<file path="config.mk">
export PLATFORM = sky130hd
export DESIGN_NAME = paddle_game_ctrl
export DESIGN_NICKNAME = d
export VERILOG_FILES = /design/src/rtl/paddle_game_ctrl.sv
export SDC_FILE = /design/constraint.sdc
export NUM_CORES = 1
export LEC_CHECK = 0
export ABC_CLOCK_PERIOD_IN_PS = 1950
export CAP_MARGIN = 15
export CORE_ASPECT_RATIO = 1.75
export CORE_MARGIN = 2
export CORE_UTILIZATION = 60
export CTS_BUF_LIST = sky130_fd_sc_hd__clkbuf_8
export DETAILED_ROUTE_END_ITERATION = 6
export DONT_BUFFER_PORTS = 1
export PLACE_DENSITY = 0.82
export SLEW_MARGIN = 20
export SYNTH_ARGS = -nofsm -noshare
export SYNTH_HDL_FRONTEND = slang
export SYNTH_SLANG_ARGS = --single-unit
</file>
<file path="constraint.sdc">
create_clock -name clk -period 1.95 [get_ports clk]
set_input_delay 0.2925 -clock clk [delete_from_list [all_inputs] [get_ports clk]]
set_output_delay 0.2925 -clock clk [all_outputs]
set_load 0.01 [all_outputs]
</file>
<file path="src/rtl/paddle_game_ctrl.sv">
// Game-flow controller for the paddle game: button edge detection, move-tick
// divider and the IDLE/SERVE/PLAY/PAUSED/OVER sequencer that owns lives.
module paddle_game_ctrl #(
   parameter int unsigned TICK_DIV    = 100000,
   parameter int unsigned LIVES       = 3,
   parameter int unsigned SERVE_TICKS = 60
) (
   input  logic       clk,
   input  logic       reset,
   input  logic       btn_start,
   input  logic       btn_pause,
   input  logic       btn_left,
   input  logic       btn_right,
   input  logic       ball_missed,
   output logic       start,
   output logic       pause,
   output logic       move_left,
   output logic       move_right,
   output logic       tick,
   output logic [2:0] lives,
   output logic [2:0] game_state,
   output logic       game_over
);

   localparam int unsigned DIV_W = $clog2(TICK_DIV);
   localparam int unsigned SRV_W = $clog2(SERVE_TICKS + 1);
   localparam logic [2:0]  LIVES_INIT = 3'(LIVES);

   typedef enum logic [2:0] {
      S_IDLE   = 3'd0,
      S_SERVE  = 3'd1,
      S_PLAY   = 3'd2,
      S_PAUSED = 3'd3,
      S_OVER   = 3'd4
   } state_e;

   state_e             state_q, state_d;
   logic [DIV_W-1:0]   div_q, div_d;
   logic [SRV_W-1:0]   srv_q, srv_d;
   logic [2:0]         lives_q, lives_d;
   logic               btn_start_q, btn_pause_q;
   logic               start_q, start_d;
   logic               pause_q, pause_d;
   logic               move_left_q, move_left_d;
   logic               move_right_q, move_right_d;
   logic               tick_q;
   logic               game_over_q, game_over_d;
   logic               tick_now, start_edge, pause_edge;

   assign tick_now   = (div_q == DIV_W'(TICK_DIV - 1));
   assign div_d      = tick_now ? '0 : div_q + DIV_W'(1);
   assign start_edge = btn_start & ~btn_start_q;
   assign pause_edge = btn_pause & ~btn_pause_q;

   always_ff @(posedge clk or negedge reset) begin
      if (!reset) begin
         state_q      <= S_IDLE;
         div_q        <= '0;
         srv_q        <= '0;
         lives_q      <= LIVES_INIT;
         btn_start_q  <= 1'b0;
         btn_pause_q  <= 1'b0;
         start_q      <= 1'b0;
         pause_q      <= 1'b1;
         move_left_q  <= 1'b0;
         move_right_q <= 1'b0;
         tick_q       <= 1'b0;
         game_over_q  <= 1'b0;
      end else begin
         state_q      <= state_d;
         div_q        <= div_d;
         srv_q        <= srv_d;
         lives_q      <= lives_d;
         btn_start_q  <= btn_start;
         btn_pause_q  <= btn_pause;
         start_q      <= start_d;
         pause_q      <= pause_d;
         move_left_q  <= move_left_d;
         move_right_q <= move_right_d;
         tick_q       <= tick_now;
         game_over_q  <= game_over_d;
      end
   end

   // Next state; registered outputs are derived from the state being entered.
   always_comb begin
      state_d      = state_q;
      lives_d      = lives_q;
      srv_d        = srv_q;
      start_d      = 1'b0;
      move_left_d  = 1'b0;
      move_right_d = 1'b0;
      case (state_q)
         S_IDLE, S_OVER: begin
            if (start_edge) begin
               state_d = S_SERVE;
               lives_d = LIVES_INIT;
               start_d = 1'b1;
            end
         end
         S_SERVE: begin
            if (tick_now) begin
               if (srv_q == SRV_W'(SERVE_TICKS - 1)) state_d = S_PLAY;
               else                                  srv_d   = srv_q + SRV_W'(1);
            end
         end
         S_PLAY: begin
            if (ball_missed) begin
               if (lives_q <= 3'd1) begin
                  state_d = S_OVER;
                  lives_d = 3'd0;
               end else begin
                  state_d = S_SERVE;
                  lives_d = lives_q - 3'd1;
                  start_d = 1'b1;
               end
            end else if (pause_edge) begin
               state_d = S_PAUSED;
            end else begin
               move_left_d  = tick_now & btn_left & ~btn_right;
               move_right_d = tick_now & btn_right & ~btn_left;
            end
         end
         S_PAUSED: begin
            if (start_edge) begin
               state_d = S_SERVE;
               lives_d = LIVES_INIT;
               start_d = 1'b1;
            end else if (pause_edge) begin
               state_d = S_PLAY;
            end
         end
         default: state_d = S_IDLE;
      endcase
      if (state_d == S_SERVE && state_q != S_SERVE) srv_d = '0;
      pause_d     = (state_d != S_PLAY);
      game_over_d = (state_d == S_OVER);
   end

   assign start      = start_q;
   assign pause      = pause_q;
   assign move_left  = move_left_q;
   assign move_right = move_right_q;
   assign tick       = tick_q;
   assign lives      = lives_q;
   assign game_state = state_q;
   assign game_over  = game_over_q;

endmodule

</file>
==> impl_metrics.toml, run 1 <==
[timing]
fin_hold_ws_ns = 0.178
slew_headroom = 0.735
fin_crit_ns = 1.83
fmax_ghz = 0.548
final.setup_skew_ns = 0.00903
tightestPinTransition_ns = 0.397
tns_ns = 0
final_max_slew_viol_count = 0
setup_viol = 0
fin_crit_sh = 0.936
hold_viol = 0

[synth]
postSynthCellCount = 189
yosys_warnings = 0
postSynth.asyncResetShare = 1.00
netlist_area_um2 = 1960
ys_seq_elements = 37
synth_top_area_share = 0.434
ys_seq_area_frac = 0.474
synthFlopType = "dfrtp_1"
synth_edf_count = 0
syn_nets = 200
synthDistinctLibCells = 49
synth_area_per_cell_um2 = 10.4
yosysTopAreaCell = "dfrtp_1"
ys_top_cells_by_area = "dfrtp_1 43%, dfstp_2 4.0%, nor2_1 3.6%, xor2_1 3.6%, a21oi_1 2.6%"

[die]
rows = 27
die_h_um = 79.6
die-area_um2 = 3760
initial_core_util = 0.624
dieWidth_um = 47.2
core-area_um2 = 3140
ios = 19

[finish]
multi_input_area_um2 = 985
syn_to_final_growth_pct = 11.2
drive_gt1_frac = 0.156
final_common_cell = "dfrtp_1"
final_cell_mix = "33 x dfrtp_1, 19 x nor2_1, 10 x nand3_1, 10 x a21oi_1, 8 x xor2_1"
fin_util = 0.694
register_area_um2 = 931
nFillCells = 232
antenna_cells = 0
design_area_um2 = 2180
layout.nets = 209

[status]
outcome = "finished clean"

[setup_path]
critPathKind = "register to register"
worstPathArrival_ns = 2.04
start_kind = "register"
cp_top_family = "simple AND/OR/NAND/NOR gates"
critPathMaxStageDelay_ns = 0.50
crit_chain = "ha_4, and4b_4, nand4_2, or4_1, a21oi_1"
cp_num_cells = 5
crit_path_top_delay_cell = "or4_1"
crit_buf_inv = 0
worstSetupEndpointType = "register"
required_ns = 2.17
critical_path.max_fanout = 6
r2r_cells = 5

[grt]
grt_pass1_vias = 1583
antenna_found_initial = 0
grt_usage = 0.268
grt_pass1_wl_um = 7050
grt_max_degree = 38
grt_overflow_total = 0

[pwr]
vdd_ir_drop_max_v = 0.000740
pwr_density_cell_nw_per_um2 = 876
power.leakage_nw = 0.947

[place]
dp_hpwl_um = 2990
port_buffers = 0
placed_cell_area_um2 = 2000
routabilityCongestion = 0.825

[cts]
clkTransAtPathRegs_ns = 0.08
h-tree-depth = 2
clk_latency_ns = 0.30
cts_num_sinks = 37
clock_path_buffers = 2
numCtsBuffers = 5
cts_root_buf = "clkbuf_8"
post_cts_buffers = 0
cts_tree = "done"

[routing]
final_antenna_net_count = 0
routed_wl_um = 4290
routedWlPerCell_um = 17.7
drt_iter0_drc = 55
via_per_inst = 6.26
vias = 1514
drc = 0
first_pass_iters = 4

[min_path]
hold_path.class = "input port to register"
whs_path_depth = 1

[job]
maxCapViolCount = 0
[layer usage]
layer	vias to the layer above	wire [µm]	share of wire	track usage
met2	37	2440	0.57	0.453
met3	14	125	0.029	0.0543
met1	749	1560	0.36	0.285
li1	714	-	-	-
met5	-	0	0	0
met4	0	168	0.039	0.164
[cells in the mapped netlist, types with 5 or more instances]
cell type / instances
dfrtp_1: 34
nor2_1: 19
a21oi_1: 10
nand3_1: 10
xor2_1: 8
nand2_1: 7
nor3_1: 7
nand4_1: 6
o31ai_1: 6
and3_1: 5
inv_1: 5
or4_1: 5
xnor2_1: 5
[cells by family (layout without fill, tap and decap cells)]
logic type,after synthesis,in the layout,synth area share
muxes,3,3,0.0166
adders and majority gates,4,4,0.0255
AOI/OAI and AO/OA,31,31,0.108
and+or+nand+nor,91,91,0.287
DFF,37,37,0.474
buffers and inverters,10,20,0.0300
xor gates and xnor gates,13,13,0.0581
[per-stage QoR]
stage | cells | setup WS [ns] | total power [W]
after floorplan | 189 | 0.257 | 0.00110
after global placement | 230 | 0.165 | 0.00116
after detailed placement | 230 | 0.0748 | 0.00120
after CTS | 240 | 0.0552 | 0.00192
after global routing | 242 | -0.0126 | 0.00201
final | 242 | 0.124 | 0.00191
[path summary, 6_finish.rpt]
path / from / endpoint / slack (ns)
worst max register to register: div_q[1] / srv_q[2] / 0.12
worst min-delay path: btn_left / move_left / 0.18
max in group asynchronous: reset / lives[1] / 1.23
worst min register to register: div_q[4] / div_q[4] / 0.51
min in group asynchronous: reset / game_state[2] / 0.44
worst max-delay path: div_q[1] / srv_q[2] / 0.12
[sequential cells by signal, indices dropped and copies added (netlist names), 3 cells and up]
name	cells
lives	3
game_state	3
div_q	17
srv_q	6
[final cells by class]
cell class | count | share of cell area
Clock buffer | 6 | 0.0379
Clock inverter | 2 | 0.0172
Inverter | 5 | 0.00861
Multi-Input combinational cell | 142 | 0.452
Sequential cell | 37 | 0.427
Tap cell | 43 | 0.0247
Timing Repair Buffer | 7 | 0.0333
[report_power, final]
group	total, W	internal, W	leakage, nW	switching, W
sequential	0.000918	0.000835	0.477	0.0000827
combinational	0.000289	0.000143	0.412	0.000145
clock	0.000703	0.000416	0.0574	0.000288
[repair_timing]
action                                 4_1_cts  5_1_grt
resized for setup                            0        3
endpoints found under the hold margin       37        2
setup endpoints to repair                    0        5
hold buffers                                 2        2
Power figures use the tool's default switching activity.
==> run 2, diff against run 1 <==
Settings changed: ABC_CLOCK_PERIOD_IN_PS 1950 to 2120.
Clock period 1.95 ns to 2.12 ns, I/O delays scaled along.
==> impl_metrics.toml, run 2 (synthesized netlist as in run 1, its figures left out) <==
[cts]
cts-resized-gates = 0
cts_root_buf = "clkbuf_8"
post_cts_buffers = 0
clkTransAtPathRegs_ns = 0.07
cts_tree = "done"
numCtsBuffers = 5
cts_num_sinks = 37
clk_latency_ns = 0.29
h-tree-depth = 2
hold_buffers = 2
clock_path_buffers = 2

[routing]
drc = 0
via_per_inst = 6.22
final_antenna_net_count = 0
routed_wl_um = 3760
drt_iter0_drc = 41
first_pass_iters = 4
vias = 1475
routedWlPerCell_um = 15.9

[finish]
final_cell_mix = "34 x dfrtp_1, 19 x nor2_1, 10 x nand3_1, 10 x a21oi_1, 8 x xor2_1"
fin_util = 0.664
drive_gt1_frac = 0.129
syn_to_final_growth_pct = 6.45
layout.nets = 204
top_register = "div_q"
antenna_cells = 0
largestRegisters = "div_q x17, srv_q x6"
largest_reg_flops = 17
final_common_cell = "dfrtp_1"

[setup_path]
r2r_end = "srv_q[5]"
crit_path_top_delay_cell = "or4_1"
critical_path.max_fanout = 8
startpoint = "div_q[0]"
r2r_cells = 5
crit_chain = "ha_1, and4b_4, nand2_2, or4_1, a21oi_1"
cp_top_family = "simple AND/OR/NAND/NOR gates"
reg2reg_from = "div_q[0]"
start_kind = "register"
worstSetupEndpointType = "register"
crit_buf_inv = 0
critPathKind = "register to register"
r2r_setup_slack_ns = 0.28
cp-endpoint = "srv_q[5]"
required_ns = 2.34
worstPathArrival_ns = 2.06
cp_num_cells = 5
critPathMaxStageDelay_ns = 0.52

[die]
ios = 19
core-area_um2 = 3140
rows = 27
initial_core_util = 0.624
dieWidth_um = 47.2
die_h_um = 79.6
die-area_um2 = 3760

[timing]
fin_crit_ns = 1.84
rsz0062_at_grt = "false"
final.setup_skew_ns = 0.00922
fin_hold_ws_ns = 0.0449
hold_viol = 0
tightestPinTransition_ns = 0.450
tns_ns = 0
fmax_ghz = 0.545
final_max_slew_viol_count = 0
setup_viol = 0
slew_headroom = 0.700
fin_crit_sh = 0.866

[grt]
grt_busiest_layer = "met2"
met1_usage = 0.252
met3_usage = 0.0566
grt_usage = 0.240
grt_pass1_vias = 1500
grt_pass1_wl_um = 6400
grtUsageMet2 = 0.412
antenna_found_initial = 0
grt_max_degree = 38
grt_overflow_total = 0

[pwr]
vdd_ir_drop_max_v = 0.000465
pwr_density_cell_nw_per_um2 = 737
seqPwrFrac = 0.551
p_comb_frac = 0.146
switchingPower_w = 0.000439
power.leakage_nw = 0.915
switching_share = 0.285
power.internal_w = 0.00110
p_clk_frac = 0.303

[min_path]
hold_path.class = "input port to register"
whs_path_depth = 0

[place]
routabilityCongestion = 0.816
port_buffers = 0
dp_hpwl_um = 2750

[status]
outcome = "finished clean"

[job]
maxCapViolCount = 0
run 2: worst min-delay path by stage:
stage,start,to,slack (ns)
after detailed placement,reset,game_over,0.02
after global routing,btn_start,btn_start_q,0.02
after CTS,btn_start,btn_start_q,0.03
after global placement,reset,btn_start_q,0.02
final,btn_start,btn_start_q,0.04
after floorplan,reset,btn_pause_q,0.02
run 2: layout make-up:
cell class	instances	area [µm²]
Inverter	5	18.8
Fill cell	257	1050
Clock inverter	3	13.8
Tap cell	43	53.8
Sequential cell	37	930
Timing Repair Buffer	2	30.0
Multi-Input combinational cell	142	972
Clock buffer	5	68.8
run 2: power by group through the flow:
stage | clock (W) | combinational, W | sequential (W)
2_1_floorplan | 0 | 0.000175 | 0.000838
4_1_cts | 0.000489 | 0.000228 | 0.000848
3_3_place_gp | 0 | 0.000192 | 0.000855
3_5_place_dp | 0 | 0.000207 | 0.000861
5_1_grt | 0.000509 | 0.000251 | 0.000858
6_report | 0.000467 | 0.000224 | 0.000847
run 2: routing by layer:
layer / share of wire / up-vias
met4: 0.031 / 0
li1: - / 700
met3: 0.030 / 12
met5: 0 / -
met1: 0.40 / 723
met2: 0.54 / 40
run 2: worst register-to-register path: stages (launching register included):
cell and delay (ns):
dfrtp_1 0.40, ha_1 0.28, and4b_4 0.29, nand2_2 0.12, or4_1 0.52, a21oi_1 0.16
run 2: stage by stage:
| stage | setup WS (ns) | power, W | area (µm²) | cells |
|---|---|---|---|---|
| after floorplan | 0.427 | 0.00101 | 1960 | 189 |
| after global placement | 0.348 | 0.00105 | 1970 | 227 |
| final | 0.285 | 0.00154 | 2090 | 237 |
| after detailed placement | 0.286 | 0.00107 | 1970 | 227 |
| after CTS | 0.267 | 0.00156 | 2090 | 237 |
| after global routing | 0.0994 | 0.00162 | 2090 | 237 |
